**src/rtl/div_pkg.sv**
```systemverilog
// Shared definitions for the sequential restoring divider.
// Holds the FSM state encoding used by divider_seq_param.
package div_pkg;

    localparam int STATE_W = 2;

    typedef enum logic [STATE_W-1:0] {
        IDLE = 2'd0,
        BUSY = 2'd1,
        FIX  = 2'd2,
        DONE = 2'd3
    } state_t;

endpackage

```
**src/rtl/div_sign_conv.sv**
```systemverilog
// Conditional two's-complement negate, WIDTH bits wide.
// Used for operand magnitudes and for the final sign fix.
module div_sign_conv #(
    parameter int WIDTH = 16
) (
    input  logic             neg,
    input  logic [WIDTH-1:0] a,
    output logic [WIDTH-1:0] y
);

    // Negate when requested; MIN maps onto itself as unsigned.
    always_comb begin
        y = neg ? (~a + {{(WIDTH-1){1'b0}}, 1'b1}) : a;
    end

endmodule

```
**src/rtl/divider_seq_param.sv**
```systemverilog
// Parametrised sequential restoring divider, signed/unsigned.
// Optional macro DIV_ABORT_EN: start while busy restarts the op.
module divider_seq_param
    import div_pkg::*;
#(
    parameter int WIDTH = 16
) (
    input  logic             clk,
    input  logic             rst,
    input  logic             start,
    input  logic             signed_mode,
    input  logic [WIDTH-1:0] dividend,
    input  logic [WIDTH-1:0] divisor,
    output logic             busy,
    output logic             done,
    output logic [WIDTH-1:0] quotient,
    output logic [WIDTH-1:0] remainder,
    output logic             dbz,
    output logic             ovf
);

    localparam int CNT_W = $clog2(WIDTH + 1);
    localparam logic [WIDTH-1:0] MIN = {1'b1, {(WIDTH-1){1'b0}}};

    state_t           state;
    logic [CNT_W-1:0] cnt;
    logic [WIDTH-1:0] rem_w;
    logic [WIDTH-1:0] quo_w;
    logic [WIDTH-1:0] dvs;
    logic [WIDTH-1:0] dvd_raw;
    logic             smode;
    logic             qsign;
    logic             rsign;
    logic             dz;
    logic             ov_p;

    logic [WIDTH-1:0] dvd_abs;
    logic [WIDTH-1:0] dvs_abs;
    logic [WIDTH-1:0] q_fix;
    logic [WIDTH-1:0] r_fix;
    logic [WIDTH:0]   rem_sh;
    logic [WIDTH:0]   trial;
    logic             accept;

    div_sign_conv #(.WIDTH(WIDTH)) u_abs_dvd (
        .neg (signed_mode & dividend[WIDTH-1]),
        .a   (dividend),
        .y   (dvd_abs)
    );

    div_sign_conv #(.WIDTH(WIDTH)) u_abs_dvs (
        .neg (signed_mode & divisor[WIDTH-1]),
        .a   (divisor),
        .y   (dvs_abs)
    );

    div_sign_conv #(.WIDTH(WIDTH)) u_fix_quo (
        .neg (smode & qsign),
        .a   (quo_w),
        .y   (q_fix)
    );

    div_sign_conv #(.WIDTH(WIDTH)) u_fix_rem (
        .neg (smode & rsign),
        .a   (rem_w),
        .y   (r_fix)
    );

    // One restoring step: shift in next dividend bit, trial subtract.
    always_comb begin
        rem_sh = {rem_w, quo_w[WIDTH-1]};
        trial  = rem_sh - {1'b0, dvs};
    end

    // A new start is taken in IDLE/DONE, or anywhere when aborting.
`ifdef DIV_ABORT_EN
    assign accept = start;
`else
    assign accept = start && (state == IDLE || state == DONE);
`endif

    // Control FSM, datapath registers and registered outputs.
    always_ff @(posedge clk or negedge rst) begin
        if (!rst) begin
            state     <= IDLE;
            cnt       <= '0;
            rem_w     <= '0;
            quo_w     <= '0;
            dvs       <= '0;
            dvd_raw   <= '0;
            smode     <= 1'b0;
            qsign     <= 1'b0;
            rsign     <= 1'b0;
            dz        <= 1'b0;
            ov_p      <= 1'b0;
            busy      <= 1'b0;
            done      <= 1'b0;
            quotient  <= '0;
            remainder <= '0;
            dbz       <= 1'b0;
            ovf       <= 1'b0;
        end else begin
            done <= 1'b0;
            if (accept) begin
                state   <= BUSY;
                cnt     <= CNT_W'(WIDTH);
                smode   <= signed_mode;
                qsign   <= signed_mode
                           & (dividend[WIDTH-1] ^ divisor[WIDTH-1]);
                rsign   <= signed_mode & dividend[WIDTH-1];
                quo_w   <= dvd_abs;
                rem_w   <= '0;
                dvs     <= dvs_abs;
                dvd_raw <= dividend;
                dz      <= (divisor == '0);
                ov_p    <= signed_mode && (dividend == MIN)
                           && (divisor == '1);
                dbz     <= 1'b0;
                ovf     <= 1'b0;
            end else begin
                unique case (state)
                    IDLE: begin
                        state <= IDLE;
                    end
                    BUSY: begin
                        if (dz) begin
                            state     <= DONE;
                            done      <= 1'b1;
                            busy      <= 1'b0;
                            quotient  <= '1;
                            remainder <= dvd_raw;
                            dbz       <= 1'b1;
                        end else if (cnt != '0) begin
                            busy <= 1'b1;
                            cnt  <= cnt - 1'b1;
                            if (!trial[WIDTH]) begin
                                rem_w <= trial[WIDTH-1:0];
                                quo_w <= {quo_w[WIDTH-2:0], 1'b1};
                            end else begin
                                rem_w <= rem_sh[WIDTH-1:0];
                                quo_w <= {quo_w[WIDTH-2:0], 1'b0};
                            end
                        end else begin
                            busy  <= 1'b1;
                            state <= FIX;
                        end
                    end
                    FIX: begin
                        state     <= DONE;
                        done      <= 1'b1;
                        busy      <= 1'b0;
                        quotient  <= q_fix;
                        remainder <= r_fix;
                        ovf       <= ov_p;
                    end
                    DONE: begin
                        state <= IDLE;
                    end
                endcase
            end
        end
    end

endmodule

```
**config.mk**
```make
export PLATFORM = sky130hd
export DESIGN_NAME = divider_seq_param
export DESIGN_NICKNAME = d
export VERILOG_FILES = /design/src/rtl/div_pkg.sv /design/src/rtl/div_sign_conv.sv /design/src/rtl/divider_seq_param.sv
export SDC_FILE = /design/constraint.sdc
export NUM_CORES = 1
export LEC_CHECK = 0
export ABC_AREA = 1
export BUFFER_PORTS_ARGS = -buffer_cell sky130_fd_sc_hd__buf_2
export CAP_MARGIN = 10
export CORE_AREA = 10 10 127 129
export CTS_BUF_LIST = sky130_fd_sc_hd__clkbuf_8
export DETAILED_ROUTE_END_ITERATION = 10
export DIE_AREA = 0 0 137 139
export PLACE_DENSITY = 0.81
export SLEW_MARGIN = 30
export SYNTH_ARGS = -nofsm -noshare
export SYNTH_HDL_FRONTEND = slang
export SYNTH_SLANG_ARGS = --single-unit
```
**constraint.sdc**
```tcl
create_clock -name clk -period 3 [get_ports clk]
set_clock_uncertainty 0.1 [all_clocks]
set_input_delay 0.15 -clock clk [delete_from_list [all_inputs] [get_ports clk]]
set_output_delay 0.15 -clock clk [all_outputs]
set_load 0.02 [all_outputs]
```
### Word level (Yosys, flattened, before mapping)

Index checks and enable logic that the tools add are counted.

* bitwise logic cells: 11
* mux-type cells: 36
* equal/unequal tests: 8
* add/sub/neg operators: 6
* reductions and logical operators: 17

Operator list (count)
* $mux W16: 15
* $add A16 B1 Y16 const B: 4
* $not A16 Y16: 4
* $pmux W16 S2: 2
* $eq A16 B16 Y1 const B: 2
* $mux W5: 4
* $sub A17 B16 Y17: 1
* $logic_not A16 Y1: 1
* $reduce_bool A2 Y1: 5
* $mux W1: 9
* $mux W2: 3
* $pmux W2 S3: 1
* $reduce_and A3 Y1: 2
* $and A1 B1 Y1: 5
* $reduce_bool A5 Y1: 1
* $sub A5 B1 Y5 const B: 1
* $eq A2 B2 Y1 const B: 2
* $ne A4 B4 Y1 const B: 1
* $pmux W1 S2: 2
* $reduce_and A2 Y1: 2
* $logic_and A1 B1 Y1: 3
* $eq A2 B1 Y1 const B: 1
* $logic_not A2 Y1: 1
* $ne A2 B1 Y1 const B: 1
* 5 further kinds: 5

* logic and storage cells: 95
* register bits after elaboration: 112
* input port bits: 36
* output and inout port bits: 36

### Depth between registers and ports, before layout

* depth in word-level cells: 6
* depth in mapped cells: 16
* mapped depth without buffers: 15

### By module

A second synthesis with hierarchy kept.

* cells, all modules: 1181
* area, all modules: 8085.3 sq um

Modules (own cells, without submodules)
* divider_seq_param: cells each 805, seq. area each 2802.7 sq um, area each 6183.4 sq um, times used 1
* div_sign_conv: cells each 94, seq. area each 0.0 sq um, area each 475.5 sq um, times used 4

### Worst setup path before layout

No wires, ideal clock.

* path kind: reg2reg
* start point: register quo_w[15]
* end point: register rem_w[5]
* period minus slack after synthesis: 2.156 ns
* setup time: 0.117 ns
* cell stages (with the launch flop): 17
* slack: 0.844 ns
* data required time: 2.783 ns
* arrival time: 1.938 ns
* path buffers: 1
* path through: dfrtp_1 inv_1 ha_1 fa_1 inv_1 nand2_1 nand2_1 nand3_1 nand2_2 nand2_4 nand2_4 nand2_4 nand2_4 buf_6 nand2_1 nand3_1 nand2_1

* longest elaborated chain between the ends: 6

Ends and longest elaborated chain
* start, declared: RTL line divider_seq_param.sv:28 `logic [WIDTH-1:0] quo_w;`
* start signal, assigned: RTL line divider_seq_param.sv:111 `quo_w <= dvd_abs;`
* start signal, assigned: RTL line divider_seq_param.sv:138 `quo_w <= {quo_w[WIDTH-2:0], 1'b1};`
* start signal, assigned: RTL line divider_seq_param.sv:141 `quo_w <= {quo_w[WIDTH-2:0], 1'b0};`
* $sub A17 B16 Y17: RTL line divider_seq_param.sv:72 `trial = rem_sh - {1'b0, dvs};`
* $mux W16: RTL line divider_seq_param.sv:136 `if (!trial[WIDTH]) begin`
* $mux W16: RTL line divider_seq_param.sv:133 `end else if (cnt != '0) begin`
* $mux W16: RTL line divider_seq_param.sv:126 `if (dz) begin`
* $mux W16: RTL line divider_seq_param.sv:121 `unique case (state)`
* $mux W16: RTL line divider_seq_param.sv:104 `if (accept) begin`
* end signal, assigned: RTL line divider_seq_param.sv:137 `rem_w <= trial[WIDTH-1:0];`
* end signal, assigned: RTL line divider_seq_param.sv:140 `rem_w <= rem_sh[WIDTH-1:0];`
* end, declared: RTL line divider_seq_param.sv:27 `logic [WIDTH-1:0] rem_w;`

No other way between the ends. The select of a mux whose other input is x is not followed.
A chain may end at the register's enable or synchronous reset.

### Worst setup path after layout

* start point: register quo_w[15]
* end point: register rem_w[15]

Same word-level chain as after synthesis.

==> summary by stage <==
Synthesis
The share of synthesized registers carrying an async set or reset is 1.00. The largest family of logic cells by synthesized area is simple AND/OR/NAND/NOR gates. The share of synthesized area spent on multiplexers is 0. The fraction of the mapped netlist area in compound gates came to 0.134. The post-synth net total is 1136. The most frequently used flop master after synthesis is sky130_fd_sc_hd__dfrtp_1.

The fraction of the mapped netlist area in adder cells is 0.0451. After synthesis, the netlist uses 39 different library cells. The area of the mapped netlist is 7370 um^2. Of all cell types, the one taking the most synthesized area is sky130_fd_sc_hd__dfrtp_1. The cell with the most instances after synthesis is sky130_fd_sc_hd__nand2_1.

In this run, synthesis inferred 0 flip-flops with an integrated enable. Synthesis produced a netlist whose cell count is 1074. Each instance of the synthesized netlist takes up on average 6.87 um^2. The xor/xnor cell area share of the yosys netlist is 0.0226.

Yosys printed 0 warnings. The basic-gate share of the synthesized area counting and, or, nand and nor cells is 0.318. Counting instances in the post-synthesis netlist gives the leading cell types as sky130_fd_sc_hd__nand2_1, sky130_fd_sc_hd__inv_1, sky130_fd_sc_hd__dfrtp_1. Yosys attributes the largest share of cell area to sky130_fd_sc_hd__dfrtp_1, sky130_fd_sc_hd__nand2_1, sky130_fd_sc_hd__inv_1. For this run, the register share of the synthesized area comes to 0.380. The share of synthesized area in the top cell type comes to 0.380. In this run, synthesis produced a sequential element count of 112.

Setup path
For flop-to-flop paths, the worst setup slack is 520 ps. The path type of the worst setup path is reg -> reg. The critical path goes through inv_1 -> ha_1 -> fa_1 -> inv_1 -> nand2_1 -> nand2_1 -> nand3_1 -> nand2_2 -> nand2_4 -> nand2_4 -> nand2_4 -> nand2_4 -> nand2_1 -> nand3_1 -> nand2_1. The biggest fanout along the worst timing path is 18. The peak per-stage delay on the critical path is 400 ps.

STA puts the critical path data arrival time at 2670 ps. The number of cells on the worst reg-to-reg path is 15. The sort of element at the start of the critical path is a flop. The data required time at the worst endpoint is 3190 ps. The capturing point of the worst reg2reg path is rem_w[15]$_DFFE_PN0P_. The slowest cell on the critical path is sky130_fd_sc_hd__fa_1. The critical path endpoint category is a flop. The reg-to-reg startpoint is quo_w[15]$_DFFE_PN0P_.

Timing
Headroom to the max-slew limit came out at 0.547. Timing would allow up to 403 MHz. Setup violations remaining at the end of the flow were counted as 0.

The hold violation count in the final report is 0. Hold is met by 4.78 ps. For the pin with the worst max-slew slack, the measured transition is 679 ps. The clock period minus worst slack is 2480 ps. The count of final max-slew check failures came to 0. Adding up every negative setup slack in the final design gives 0 ps. Setup repair after global routing left no endpoint under its margin. Dividing the final minimum period by the clock period gives 0.827.

Routing
The routed length per placed instance is 15.3 um. The routed layout has 7411 vias. The iteration count of the initial detailed-routing pass is 5.

The DRC violation count after routing is 0. After the first detailed-routing iteration, the DRC count stood at 746. In this run the remaining antenna-violating nets after routing total 0. The post-detailed-route via-to-cell ratio is 5.52. For this block, the routed nets add up to 20.5 mm of wire.

GRT
The pin count of the biggest net entering global routing is 47. For this run, the total global-route usage over all layers was measured as 0.220. For this run the aggregate overflow at the end of global routing stands at 0. The via count of the first global-routing pass came to 7107. The initial antenna violation count is 0. The first-pass GRT wire length is 34.5 mm.

Clocking
The TritonCTS clock tree is yes. The clock tree synthesis step divided the H-tree into 3 levels. The clock passes through at most 2 buffers. Hold repair after CTS inserted 21 buffers. The number of buffers added by the clock tree synthesis step is 9. The clock-pin slew on the worst setup and hold paths is 120 ps. The clock root buffer master is sky130_fd_sc_hd__clkbuf_8. The number of post-CTS setup repair buffers is 0.

The clock net sink count is 112. The number of instances resized during post-cts repair is 0. At the later pin of the worst-skew pair, clock insertion delay measures 410 ps.

Floorplanning
In this run the vertical extent of the chip is 139 um. The initial cell density of the core is 0.540. The core footprint is 13700 um^2.

72 I/O pins were placed. The floorplan has 43 rows. Measured along the x axis, the die boundary spans 137 um. The die covers 19000 um^2.

Worst hold path
The worst hold path passes through 4 cells. The class of the most critical hold timing path is in -> reg. The worst hold path begins at divisor[12]. The worst hold path endpoint is dvs[12]$_DFFE_PN0P_.

Cells and area
The final net count is 1219. The proportion of layout cells with a drive suffix above 1 is 0.0981. 0 antenna diodes ended up in the layout.

The area growth from synthesis to layout is 12.8%.

Run status
The run finished with clean final reports.

Placed design
The HPWL after detailed placement is 15.6 mm. The port buffer count is 71. Routability-driven placement finished with a final weighted congestion of 0.934.

Pwr
IR analysis of the VDD net gives a maximum drop of 0.714 mV. The power density over cell area is 1150 nW/um^2. In this run the static leakage power is 0.00437 uW.

Job
The max-cap violation count is 0.
-- metal layers --
layer	up-vias	GRT usage	part of all wire	wire (um)
met5	-	0	0	0
met4	0	0.0655	0.024	486
met3	40	0.0431	0.080	1630
met2	299	0.341	0.46	9470
met1	3429	0.301	0.44	8960
li1	3643	-	-	-
-- flip-flops by register name, indices dropped and copies added (netlist names), 2 cells and up --
register   cells
dvs           16
quotient      16
dvd_raw       16
cnt            5
quo_w         16
rem_w         16
state          2
remainder     16
-- cell families (layout without fill, tap and decap cells) --
logic type      count (synthesis)  in the layout
simple gates                  551            551
fa+ha+maj                      26             26
buf+inv                       187            275
flops                         112            112
compound gates                179            179
xor+xnor                       19             19
-- power breakdown --
| group | internal, uW | total (uW) | switching, uW |
|---|---|---|---|
| combinational | 1980 | 6000 | 4020 |
| clock | 388 | 933 | 545 |
| sequential | 2160 | 2640 | 481 |
-- through the flow --
stage	std cells	setup slack, ps	power (uW)	utilization	cell area (um^2)
global route	1342	337	10500	0.609	8320
CTS	1342	544	9520	0.609	8320
global placement	1305	670	8380	0.579	7910
detailed placement	1305	586	8540	0.579	7910
floorplan	1074	844	7000	-	7370
finish	1342	519	9580	0.609	8320
-- worst max-delay path by stage --
stage | start | end | slack, ps | depth (start not counted)
after global routing | quo_w[15]$_DFFE_PN0P_ | rem_w[1]$_DFFE_PN0P_ | 340 | 15
after floorplan | quo_w[15]$_DFFE_PN0P_ | rem_w[5]$_DFFE_PN0P_ | 840 | 16
final | quo_w[15]$_DFFE_PN0P_ | rem_w[15]$_DFFE_PN0P_ | 520 | 15
after CTS | quo_w[15]$_DFFE_PN0P_ | rem_w[15]$_DFFE_PN0P_ | 540 | 15
after detailed placement | quo_w[15]$_DFFE_PN0P_ | rem_w[15]$_DFFE_PN0P_ | 590 | 15
after global placement | quo_w[15]$_DFFE_PN0P_ | rem_w[11]$_DFFE_PN0P_ | 670 | 15
-- worst max-delay path: cells and delay by family, from the launching register on --
kind	cells	cell delay [ps]
flip-flops	1	390
buffers and inverters	2	180
AND/OR/NAND/NOR	11	1050
adder cells (fa/ha/maj)	2	630
-- final cells by class --
cell class | instances | area (um^2)
Timing Repair Buffer | 106 | 686
Multi-Input combinational cell | 775 | 3830
Fill cell | 1301 | 5350
Tap cell | 180 | 225
Sequential cell | 112 | 2800
Clock inverter | 7 | 71.3
Clock buffer | 9 | 124
Inverter | 153 | 574
-- placed cells by master, fill, tap and decap left out, types with 16 or more instances in the layout --
master                            n
sky130_fd_sc_hd__a21oi_1         49
sky130_fd_sc_hd__nor2_1          84
sky130_fd_sc_hd__dfrtp_1        112
sky130_fd_sc_hd__inv_1          154
sky130_fd_sc_hd__nand3_1         97
sky130_fd_sc_hd__buf_2           70
sky130_fd_sc_hd__o22ai_1         16
sky130_fd_sc_hd__nand2_1        317
sky130_fd_sc_hd__dlygate4sd3_1   21
sky130_fd_sc_hd__o21ai_0         83
sky130_fd_sc_hd__ha_1            25
Note: power is estimated with default switching activity, not from simulation.
